`config.mk`:
```
export PLATFORM = sky130hd
export DESIGN_NAME = rvc_asap_dmem_arb
export DESIGN_NICKNAME = d
export VERILOG_FILES = /design/src/rtl/rvc_asap_pkg.sv /design/src/rtl/rvc_asap_rr_arb2.sv /design/src/rtl/rvc_asap_dmem_arb.sv
export SDC_FILE = /design/constraint.sdc
export NUM_CORES = 1
export LEC_CHECK = 0
export BUFFER_PORTS_ARGS = -buffer_cell sky130_fd_sc_hd__buf_2
export CAP_MARGIN = 15
export CORE_AREA = 2 2 114 116
export DETAILED_ROUTE_END_ITERATION = 12
export DIE_AREA = 0 0 116 118
export GPL_TIMING_DRIVEN = 0
export SYNTH_ARGS = -nofsm -noshare
export SYNTH_HDL_FRONTEND = slang
export SYNTH_HIERARCHICAL = 1
export SYNTH_SLANG_ARGS = --single-unit
export TNS_END_PERCENT = 10
```
`constraint.sdc`:
```
create_clock -name clk -period 2.05 [get_ports clk]
set_input_delay 0.1025 -clock clk [delete_from_list [all_inputs] [get_ports clk]]
set_output_delay 0.1025 -clock clk [all_outputs]
set_load 0.02 [all_outputs]
```
`src/rtl/rvc_asap_pkg.sv`:
```
// Shared types and constants for the rvc_asap data-memory arbiter slice.
package rvc_asap_pkg;

   // Which requester owns a grant or an in-flight response
   typedef enum logic {
      CORE   = 1'b0,
      LOADER = 1'b1
   } t_arb_owner;

   // One stage of the response pipeline: an accepted access waiting for the SRAM
   typedef struct packed {
      logic       valid;
      t_arb_owner owner;
      logic       is_wr;
   } t_rsp_entry;

   // Deepest SRAM latency the response pipeline is meant to cover
   localparam int MEM_LAT_MAX = 4;

endpackage

```
`src/rtl/rvc_asap_rr_arb2.sv`:
```
// Two-way round-robin arbiter: picks the requester that was not served last
// when both ask, and remembers the last winner.
module rvc_asap_rr_arb2
   import rvc_asap_pkg::*;
(
   input  logic       clk,
   input  logic       rst_n,
   input  logic [1:0] req,
   output logic [1:0] gnt,
   output logic       winner
);

   t_arb_owner last_grant;

   // Grant decision: a lone requester always wins, a tie goes to the one not served last
   always_comb begin
      gnt    = 2'b00;
      winner = CORE;
      unique case (req)
         2'b01: begin
            gnt    = 2'b01;
            winner = CORE;
         end
         2'b10: begin
            gnt    = 2'b10;
            winner = LOADER;
         end
         2'b11: begin
            if (last_grant == LOADER) begin
               gnt    = 2'b01;
               winner = CORE;
            end else begin
               gnt    = 2'b10;
               winner = LOADER;
            end
         end
         default: begin
            gnt    = 2'b00;
            winner = CORE;
         end
      endcase
   end

   // Remember who won; resetting to LOADER makes the core win the first tie
   always_ff @(posedge clk or negedge rst_n) begin
      if (!rst_n) begin
         last_grant <= LOADER;
      end else if (|gnt) begin
         last_grant <= t_arb_owner'(winner);
      end
   end

endmodule

```
`src/rtl/rvc_asap_dmem_arb.sv`:
```
// Shares the single data-memory port between the core load/store path and the
// loader DMA path, drives a fixed-latency SRAM and steers each response back
// to the requester that issued it.  MEM_LAT must stay within 1..MEM_LAT_MAX.
module rvc_asap_dmem_arb
   import rvc_asap_pkg::*;
#(
   parameter int MEM_LAT = 1,
   parameter int CNT_W   = 16
) (
   input  logic              clk,
   input  logic              rst_n,
   input  logic [1:0]        req_valid,
   output logic [1:0]        req_ready,
   input  logic [1:0][31:0]  req_addr,
   input  logic [1:0]        req_wr_en,
   input  logic [1:0][3:0]   req_byte_en,
   input  logic [1:0][31:0]  req_wr_data,
   output logic [1:0]        rsp_valid,
   output logic [31:0]       rsp_rd_data,
   output logic              mem_en,
   output logic              mem_wr_en,
   output logic [31:0]       mem_addr,
   output logic [3:0]        mem_byte_en,
   output logic [31:0]       mem_wr_data,
   input  logic [31:0]       mem_rd_data,
   output logic [CNT_W-1:0]  conflict_cnt
);

   logic [1:0]  gnt;
   logic        winner;
   t_rsp_entry  pipe [MEM_LAT];
   t_rsp_entry  retire;

   rvc_asap_rr_arb2 u_rr_arb2 (
      .clk    (clk),
      .rst_n  (rst_n),
      .req    (req_valid),
      .gnt    (gnt),
      .winner (winner)
   );

   assign req_ready = gnt;

   // Route the winner's request to the SRAM in the grant cycle; idle bus reads as all zero
   always_comb begin
      mem_en      = 1'b0;
      mem_wr_en   = 1'b0;
      mem_addr    = '0;
      mem_byte_en = '0;
      mem_wr_data = '0;
      if (|gnt) begin
         mem_en      = 1'b1;
         mem_wr_en   = req_wr_en[winner];
         mem_addr    = req_addr[winner];
         mem_byte_en = req_byte_en[winner];
         mem_wr_data = req_wr_data[winner];
      end
   end

   // Track every accepted access for MEM_LAT cycles so its response lines up with SRAM data
   always_ff @(posedge clk or negedge rst_n) begin
      if (!rst_n) begin
         for (int i = 0; i < MEM_LAT; i++) begin
            pipe[i] <= '0;
         end
      end else begin
         pipe[0] <= '{valid: (|gnt), owner: t_arb_owner'(winner), is_wr: mem_wr_en};
         for (int i = 1; i < MEM_LAT; i++) begin
            pipe[i] <= pipe[i-1];
         end
      end
   end

   assign retire = pipe[MEM_LAT-1];

   // Retiring entry pulses its owner; write responses carry zero data
   always_comb begin
      rsp_valid   = 2'b00;
      rsp_rd_data = '0;
      if (retire.valid) begin
         rsp_valid[retire.owner] = 1'b1;
         if (!retire.is_wr) begin
            rsp_rd_data = mem_rd_data;
         end
      end
   end

   // Count cycles where both requesters compete, sticking at all-ones instead of wrapping
   always_ff @(posedge clk or negedge rst_n) begin
      if (!rst_n) begin
         conflict_cnt <= '0;
      end else if ((req_valid == 2'b11) && (conflict_cnt != '1)) begin
         conflict_cnt <= conflict_cnt + CNT_W'(1);
      end
   end

endmodule

```
==> results of run 1 <==
## logic make-up after synthesis
family	Yosys count	synth area share, %
DFF	20	22.8
muxes	71	32.6
and+or+nand+nor	144	33.2
buffers and inverters	22	4.15
AOI/OAI and AO/OA	8	2.28
adders and majority gates	1	0.569
xor gates and xnor gates	11	4.38
## final cells by class
class                   instances  area [um^2]
repair buffers                298         1500
fillers                      1383         8370
clock buffers                   4         88.8
flip-flops and latches         20          502
plain buffers                  18          105
inverters                       3         11.3
well taps                     172          215
multi-input cells             235         1620
## final timing paths
| check | from | end | slack (ps) | cells past startpoint |
|---|---|---|---|---|
| setup / recovery | u_rr_arb2/last_grant | mem_wr_data[20] | 130 | 6 |
| hold / removal | req_valid[0] | u_rr_arb2/last_grant | 70 | 2 |
| setup reg to reg | conflict_cnt[4] | conflict_cnt[1] | 260 | 4 |
| hold reg to reg | conflict_cnt[15] | conflict_cnt[15] | 500 | 1 |
| max in group asynchronous | rst_n | u_rr_arb2/last_grant | 1360 | 2 |
| min in group asynchronous | rst_n | conflict_cnt[15] | 340 | 2 |
## Yosys cell counts, types with 2 or more instances
master    instances  share of area, %
a21boi_0          2              0.68
nor2_1           73                12
and4_1            2              0.80
and2_1           35                10
nand4_1           4               1.1
clkbuf_1         12               2.0
nor2b_1           3              0.85
nor3_1            4              0.91
a21oi_1           2              0.46
or3_1             2              0.57
inv_1             2              0.34
o21ai_0           2              0.46
xor2_1            9               3.6
nand2_1           7               1.2
nor4_1            4               1.1
buf_2             7               1.6
mux2i_1          69                31
dfrtp_1          19                22
xnor2_1           2              0.80
nand3_1           4              0.91
nand4_2           2               1.1
## power by group
part / leakage [nW] / switching [mW] / total (mW) / internal (mW)
clock: 0.0442 / 0.138 / 0.435 / 0.297
sequential: 0.253 / 0.110 / 0.584 / 0.474
combinational: 2.11 / 0.824 / 1.39 / 0.563
## worst max-delay path: cells and delay by family (launching register included)
kind                   cells  cell delay, ps
AO/OA/AOI/OAI              1             190
buffers and inverters      3             640
flip-flops                 1             390
multiplexers               1             290
AND/OR/NAND/NOR            1              60
## registers in the layout, summed over array words and instances (netlist names)
| name | flops |
|---|---|
| conflict_cnt | 16 |
| pipe | 3 |
| u_rr_arb2/last_grant | 1 |
## routing by layer
metal | global-route usage, % | vias to the layer above | share of wire (%)
li1 | - | 1540 | -
met1 | 13.3 | 1350 | 37
met2 | 26.6 | 169 | 54
met3 | 2.32 | 6 | 8.5
met4 | 1.64 | 0 | 0.62
met5 | 0 | - | 0
## repair_timing
action / 4_1_cts / 5_1_grt
hold buffers: 1 / 0
resized for setup: 18 / 5
setup buffers: 0 / 2
pin swaps: 0 / 1
endpoints found under the setup margin: 72 / 62
endpoints found under the hold margin: 19 / 0
==> run metrics, run 1 <==
status=complete, no violations; Hold Violations, Final=0; Placed Area=3890 um^2; row cnt=41; largest net degree at the start of global routing=21; Die X=about 120 um; area grow syn2layout=84.1%; post-DP HPWL=roughly 8500 um; fmax=520 MHz; GR Overflow Total=0; Slew Viols, Final=0; # port buffers=295; CP max stage cell=dfstp_2; first-pass GRT wire length=14000 um; die span in y=~120 um; CP max stage delay=roughly 390 ps; final setup violation count=0; core region area=between 10000 and 15000 um^2; Avg WL per Cell=13.2 um; crit path kind=reg -> out; Final min period=1920 ps; I/O pins=around 300; DRT iter0 DRCs=90; RSZ-0062 raised after global routing=false; startpoint types=register; most common cell after layout, fill and taps aside=buf_2; Vias per Instance=a little over 4; Max rail drop VDD=0.000299 V; Post-Syn Area=between 2000 and 2500 um^2; drc violations=0; Crit path top cell by count=buf_2; final wirelength=between 9000 and 10000 um; final worst setup slack=~130 ps; clock tree buffer depth=2; CTS root buf=clkbuf_16; placed cells=about 740; Antenna Nets Post-Route=0; Worst Path Arrival=1820 ps; initial antenna violation count=0; Synth Instances=277; commonest non-fill, non-tap cells in the layout=299 x buf_2, 71 x nor2_1, 69 x mux2i_1; Syn Nets=around 450; Design Power=between 2 and 2.5 mW; leak pwr=2.41 nW; Syn Area/Cell=just under 8 um^2; Yosys reg bits=20; drt first pass iters=4; CTS tree=done; Place WS=-469 ps; H-tree Lvls=1; Clock Skews=3.59 ps; ys async rst share=100%; sequential share of the synthesized area=22.8%; worst skew pair latency=250 ps; n_diodes=0; clock slew at reported path FFs=50 ps; worst path required time=about 2000 ps; MaxCap Viol Count=0; Layout Cells excl Fill=750; worst min path class=in -> reg; ratio of cells with drive above 1 in the final layout=about 57%; Worst Path Max Fanout=10; clk sinks=20; Ys Warns=6; EDFF count, synth=0; Pwr per Cell Area=just under 600 nW/um^2; period utilisation layout=roughly 94%; Placer Congestion=roughly 0.8; top_reg_cell synth=dfrtp_1; Nets=around 750; setup TNS=0 ps; Initial Util=between 10% and 20%; CP Cell Sequence=a21boi_2 -> clkbuf_8 -> buf_2 -> mux2i_1 -> nor2_1 -> buf_2; GRT Util Overall=between 10% and 20%; total number of vias=slightly above 3000; CP Capture Type=output pin; worst-margin pin slew=between 500 and 600 ps; Die ar.=roughly 14000 um^2; Finished Cell Area=approximately 4000 um^2; vias in the first global route=2904; Yosys cell types=32; Num CTS Buffers=3; fin util=32.6%; Max transition margin=roughly 65%; Hold Worst Slack=about 70 ps
(Power assumes the default switching activity.)
==> inputs of run 2 (changes only) <==
==> constraint.sdc (replaced) <==
create_clock -name clk -period 2.05 [get_ports clk]
set_input_delay 0.1025 -clock clk [delete_from_list [all_inputs] [get_ports clk]]
set_output_delay 0.1025 -clock clk [all_outputs]
set_load 0.005 [all_outputs]
==> run 2 against run 1 <==
- routed wire length about the same
- fmax is 0.36% lower
- clock skew hardly changed
- global-route usage is essentially flat
- die area stayed put
- register-to-register slack about the same
- sequential power barely moved
- first-iteration DRC count is 17% higher
- setup slack got worse by 7.0 ps
- critical endpoint is now mem_wr_data[26]
==> run metrics, run 2 (synthesis gave the netlist of run 1 again) <==
# port buffers=295 (unchanged); final setup violation count=0 (unchanged); n_diodes=0 (unchanged); Avg WL per Cell=13.1 um (-0.16%); final worst setup slack=121 ps (-7.00 ps); Placer Congestion=0.784 (unchanged); total number of vias=3058 (-0.23%); Clock Skews=3.21 ps (-0.379 ps); Top reg by flops=conflict_cnt; hold_sp=req_valid[0]; fillers=1380 (-0.22%); CP Capture Type=output pin; Nets=755 (+0.13%); drc violations=0 (unchanged); worst-margin pin slew=522 ps (-0.00262 ps); CTS tree=done; Worst R2R Path Depth=4 (unchanged); Pwr per Cell Area=511 nW/um^2 (-14%); drt first pass iters=4 (unchanged); first-pass GRT wire length=14000 um (-0.14%); Worst Path Max Fanout=10 (unchanged); RSZ-0062 raised after global routing=true; Design Power=2.07 mW (-14%); clk sinks=20 (unchanged); core region area=12400 um^2 (unchanged); gr busiest metal=met2; Slew Viols, Final=0 (unchanged); crit path kind=reg -> out; Critical R2R Launch=conflict_cnt[4]; MaxCap Viol Count=0 (unchanged); global routing usage on met2=26.5% (-0.11 points); final wirelength=9860 um (about the same); Critical Path Start=u_rr_arb2/last_grant; reg-to-reg setup timing slack=260 ps (about the same); placed cells=744 (unchanged); status=complete, no violations; I/O pins=296 (unchanged); Max rail drop VDD=0.000216 V (-28%); max FFs per register=16 (unchanged); row cnt=41 (unchanged); area grow syn2layout=84.3%; H-tree Lvls=1 (unchanged); FF-to-FF End=conflict_cnt[1]; biggest regs=conflict_cnt (16), pipe (3), u_rr_arb2/last_grant (1); largest net degree at the start of global routing=21 (unchanged); initial antenna violation count=0 (unchanged); vias in the first global route=2896 (-0.28%); most common cell after layout, fill and taps aside=buf_2; CTS root buf=clkbuf_16; startpoint types=register; Antenna Nets Post-Route=0 (unchanged); worst min path class=in -> reg; hold depth=2 (unchanged); die span in y=118 um (unchanged); Initial Util=17.7% (unchanged); GR Util met3=2.32% (unchanged); GR Overflow Total=0 (unchanged); leak pwr=2.40 nW (about the same); worst skew pair latency=250 ps (about the same); Hold Violations, Final=0 (unchanged); DRT iter0 DRCs=105 (+17%); Worst Path Arrival=1830 ps (about the same); Die X=116 um (unchanged); fmax=518 MHz (-0.36%); Die ar.=13700 um^2 (unchanged); met1 GRT Util=13.4% (+0.063 points); post-DP HPWL=8500 um (unchanged); Max transition margin=64.9% (about the same); GRT Util Overall=12.9% (about the same); Hold Worst Slack=69.9 ps (-0.440 ps); Vias per Instance=4.07 (-0.36%); clock slew at reported path FFs=50 ps (about the same); clock tree buffer depth=2 (unchanged); Num CTS Buffers=3 (unchanged); ratio of cells with drive above 1 in the final layout=56.0% (-0.62 points); hold-critical path endpoint=u_rr_arb2/last_grant; commonest non-fill, non-tap cells in the layout=300 x buf_2, 72 x nor2_1, 69 x mux2i_1; worst path required time=1950 ps (about the same); Place WS=-437 ps (+32.1 ps); period utilisation layout=94.1% (+0.34 points); Layout Cells excl Fill=751 (+0.13%); Final min period=1930 ps (+7.00 ps)
## run 2: changes by cell type in the layout (fill, tap and decap cells not counted), sizes merged
cell / previous run / this run
clkbuf: 17 / 16
buf: 302 / 304
## run 2: per-layer routing
| metal | part of all wire, % | wire, um |
|---|---|---|
| met1 | 38 | 3700 |
| met5 | 0 | 0 |
| met2 | 53 | 5230 |
| met3 | 8.8 | 865 |
| met4 | 0.62 | 61 |
## run 2: per-stage QoR
step	TNS, ps	util, %	area (um^2)
after floorplan	0	-	2200
after global placement	-6040	31.3	3890
after detailed placement	-6480	31.3	3890
after CTS	0	32.4	4030
after global routing	-452	32.6	4050
final	0	32.6	4050
## run 2: worst max-delay path, stage by stage, from the launching register on
cell and delay (ps):
dfstp_2 570, a21boi_0 170, nor2_4 120, buf_4 140
clkbuf_1 330, nor2_1 100, buf_2 140
## run 2: what timing repair did
| action | CTS | global route |
|---|---|---|
| setup buffers | 0 | 2 |
| resized for setup | 14 | 6 |
| endpoints found under the setup margin | 72 | 69 |
| pin swaps | 0 | 1 |
| hold buffers | 1 | 0 |
| endpoints found under the hold margin | 19 | 0 |
## run 2: worst max-delay path by stage
stage | endpoint | depth (start not counted)
floorplan | mem_addr[21] | 6
global placement | mem_addr[21] | 7
detailed placement | mem_addr[21] | 7
CTS | mem_en | 5
global route | mem_wr_data[10] | 6
finish | mem_wr_data[26] | 6
## run 2: cell type report
type                            instances  area [um^2]  share of cell area [%]
Multi-Input combinational cell        235         1620                    40.0
Timing Repair Buffer                  298         1500                    37.0
Sequential cell                        20          502                    12.4
Tap cell                              172          215                    5.31
Buffer                                 19          114                    2.81
Clock buffer                            4         88.8                    2.19
Inverter                                3         11.3                   0.278
## run 2: power breakdown
group	leakage [nW]	internal [mW]	switching [mW]
clock network	0.0442	0.297	0.139
registers	0.253	0.474	0.110
logic	2.11	0.556	0.492
total	2.40	1.33	0.742
==> inputs of run 3 (changes only) <==
--- a/config.mk
+++ b/config.mk
@@ -7,12 +7,11 @@
 export LEC_CHECK = 0
 export BUFFER_PORTS_ARGS = -buffer_cell sky130_fd_sc_hd__buf_2
 export CAP_MARGIN = 15
-export CORE_AREA = 2 2 114 116
+export CORE_AREA = 2 2 113 115
 export DETAILED_ROUTE_END_ITERATION = 12
-export DIE_AREA = 0 0 116 118
+export DIE_AREA = 0 0 115 117
 export GPL_TIMING_DRIVEN = 0
 export SYNTH_ARGS = -nofsm -noshare
 export SYNTH_HDL_FRONTEND = slang
-export SYNTH_HIERARCHICAL = 1
 export SYNTH_SLANG_ARGS = --single-unit
 export TNS_END_PERCENT = 10
==> constraint.sdc (replaced) <==
create_clock -name clk -period 1.9 [get_ports clk]
set_input_delay 0.095 -clock clk [delete_from_list [all_inputs] [get_ports clk]]
set_output_delay 0.095 -clock clk [all_outputs]
set_load 0.005 [all_outputs]
==> run 3 against run 2 <==
- global-route usage grew 1.1 points
- core utilization shrank 0.53 points
- largest cell class is now non-clock buffers
- hold slack improved by 78 ps
- critical endpoint is now conflict_cnt[1]
- total power increased by 3.1%
- final cell count rose by 7.6%
- flip-flop and latch count did not move
- largest power group unchanged
- register-to-register slack worse by 240 ps
- synthesized area is 1.9% lower
- sequential power grew 7.4%
==> run metrics, run 3 <==
status=complete, no violations; Antenna Nets Post-Route=0 (unchanged); # port buffers=295 (unchanged); Worst Path Arrival=2020 ps (+190 ps); final wirelength=10900 um (+11%); reg-to-reg setup timing slack=20 ps (-240 ps); Place WS=-343 ps (+94.0 ps); Max rail drop VDD=0.000440 V (+100%); initial antenna violation count=0 (unchanged); Clock Skews=3.98 ps (+0.774 ps); GR Overflow Total=0 (unchanged); core region area=12300 um^2 (-0.83%); startpoint types=register; clock slew at reported path FFs=60 ps (about the same); Post-Syn Area=2160 um^2 (-1.9%); Area contributors post-synth=nand2_1 25%, dfrtp_1 22%, o21ai_0 16%; worst-margin pin slew=613 ps (+90.6 ps); Synth Instances=358 (+29%); Initial Util=17.5% (-0.19 points); Synth top cells by count=146 x nand2_1, 71 x o21ai_0, 34 x and2_1; total number of vias=3471 (+14%); EDFF count, synth=0 (unchanged); final setup violation count=0 (unchanged); post-DP HPWL=9030 um (+6.2%); Syn Area/Cell=6.03 um^2 (-24%); ratio of cells with drive above 1 in the final layout=49.1% (-6.9 points); DRT iter0 DRCs=171 (+63%); drc violations=0 (unchanged); final worst setup slack=15.0 ps (-106 ps); Yosys reg bits=20 (unchanged); CTS tree=done; n_diodes=0 (unchanged); Die ar.=13500 um^2 (-1.7%); crit path kind=reg -> reg; CP max stage delay=570 ps (about the same); biggest regs=conflict_cnt (16), pipe (3), u_rr_arb2.last_grant (1); post-synth top area share=25.4% (-6.0 points); most common cell after layout, fill and taps aside=buf_2; CTS root buf=clkbuf_16; fillers=1388 (+0.58%); ys async rst share=100% (unchanged); Top reg by flops=conflict_cnt; Ys Warns=0 (-6); Final min period=1880 ps; Yosys cell types=35 (+9.4%); clk sinks=20 (unchanged); H-tree Lvls=1 (unchanged); clock tree buffer depth=2 (unchanged); post-synth top area cell=nand2_1; hold depth=3 (+1); Die X=115 um (-0.86%); max FFs per register=16 (unchanged); CP Capture Type=register; row cnt=41 (unchanged); area grow syn2layout=83.3%; fmax=~530 MHz; MaxCap Viol Count=0 (unchanged); sequential share of the synthesized area=23.3% (+0.44 points); Worst R2R Path Depth=5 (+1); Num CTS Buffers=3 (unchanged); leak pwr=2.24 nW (-6.7%); Syn Nets=533 (+18%); worst skew pair latency=250 ps (about the same); most frequent cell after synthesis=nand2_1; Worst Path Max Fanout=4 (-6); Slew Viols, Final=0 (unchanged); FF-to-FF End=conflict_cnt[1]; worst min path class=in -> reg; Placer Congestion=0.819 (+4.5%); Design Power=2.13 mW (+3.1%); Hold Worst Slack=148 ps (+78.4 ps); die span in y=117 um (-0.85%); I/O pins=296 (unchanged); drt first pass iters=4 (unchanged); worst path required time=2040 ps (+90 ps); vias in the first global route=3024 (+4.4%); GRT Util Overall=14.0% (+1.1 points); Avg WL per Cell=13.5 um (+2.7%); CP endpoint=conflict_cnt[1]; first-pass GRT wire length=15000 um (+7.3%); largest net degree at the start of global routing=21 (unchanged); Max transition margin=59.2% (-5.8 points); CP max stage cell=or4_4; Critical R2R Launch=conflict_cnt[0]; period utilisation layout=99.2%; Hold Violations, Final=0 (unchanged); Critical Path Start=conflict_cnt[0]; Pwr per Cell Area=539 nW/um^2 (+5.7%); RSZ-0062 raised after global routing=true; top_reg_cell synth=dfrtp_1; Nets=834 (+10%); CP Cell Sequence=ha_2 -> nand4_1 -> or4_4 -> nor2b_4 -> mux2_4; Vias per Instance=4.30 (+5.5%); commonest non-fill, non-tap cells in the layout=297 x buf_2, 146 x nand2_1, 70 x o21ai_0
==> run 3: metrics by stage <==
stage / utilization, % / cell area [um^2] / cells / TNS (ps)
detailed placement: 31.0 / 3820 / 803 / -5270
global placement: 31.0 / 3820 / 803 / -7480
global route: 32.1 / 3950 / 808 / -1250
floorplan: - / 2160 / 358 / 0
CTS: 32.0 / 3940 / 808 / -6.94
finish: 32.1 / 3950 / 808 / 0
==> run 3: worst min path at each step <==
stage / from / slack, ps / to
after floorplan: rst_n / -200 / conflict_cnt[0]
after global placement: rst_n / 60 / conflict_cnt[7]
after detailed placement: rst_n / 70 / conflict_cnt[7]
after CTS: req_wr_en[1] / 160 / pipe[0]
after global routing: req_wr_en[0] / 170 / pipe[0]
final: req_wr_en[1] / 150 / pipe[0]
==> run 3: cell type report <==
cell class                 count  area (um^2)  share of cell area [%]
multi-input combinational    306         1550                    39.2
timing repair buffer         296         1490                    37.6
sequential                    20          502                    12.7
tap                          150          188                    4.75
buffer                        27          131                    3.32
clock buffer                   4         78.8                    1.99
inverter                       5         18.8                   0.475
==> run 3: worst max-delay path, delay by kind of cell (launching register included) <==
kind | cells | cell delay (ps)
mux | 1 | 280
simple gates | 3 | 870
flops | 1 | 410
fa+ha+maj | 1 | 220
==> run 3: cells by family (layout without fill, tap and decap cells) <==
group / count (synthesis) / after routing / synth area share (%)
AO/OA/AOI/OAI: 82 / 82 / 19.8
AND/OR/NAND/NOR: 212 / 212 / 45.5
XOR/XNOR: 7 / 7 / 2.84
adder cells (fa/ha/maj): 1 / 1 / 0.580
buffers and inverters: 32 / 332 / 5.80
multiplexers: 4 / 4 / 2.26
flip-flops: 20 / 20 / 23.3
==> run 3: power breakdown <==
group / total (mW) / leakage, nW / switching [mW] / internal, mW
combinational: 1.07 / 1.96 / 0.539 / 0.527
sequential: 0.627 / 0.246 / 0.112 / 0.514
clock: 0.440 / 0.0382 / 0.155 / 0.286
total: 2.13 / 2.24 / 0.806 / 1.33
==> run 3: timing repair <==
item / 4_1_cts / 5_1_grt
pin swaps: 0 / 2
setup endpoints to repair: 71 / 52
endpoints found under the hold margin: 19 / 0
hold buffers: 1 / 0
setup buffers: 0 / 0
resized for setup: 13 / 8
==> run 3: per-layer routing <==
metal  part of all wire (%)  track usage [%]  vias up
li1                       -                -     1775
met3                    6.7             2.06        8
met5                      0                0        -
met2                     49             24.8      166
met1                     43             18.5     1522
met4                   0.50             2.01        0
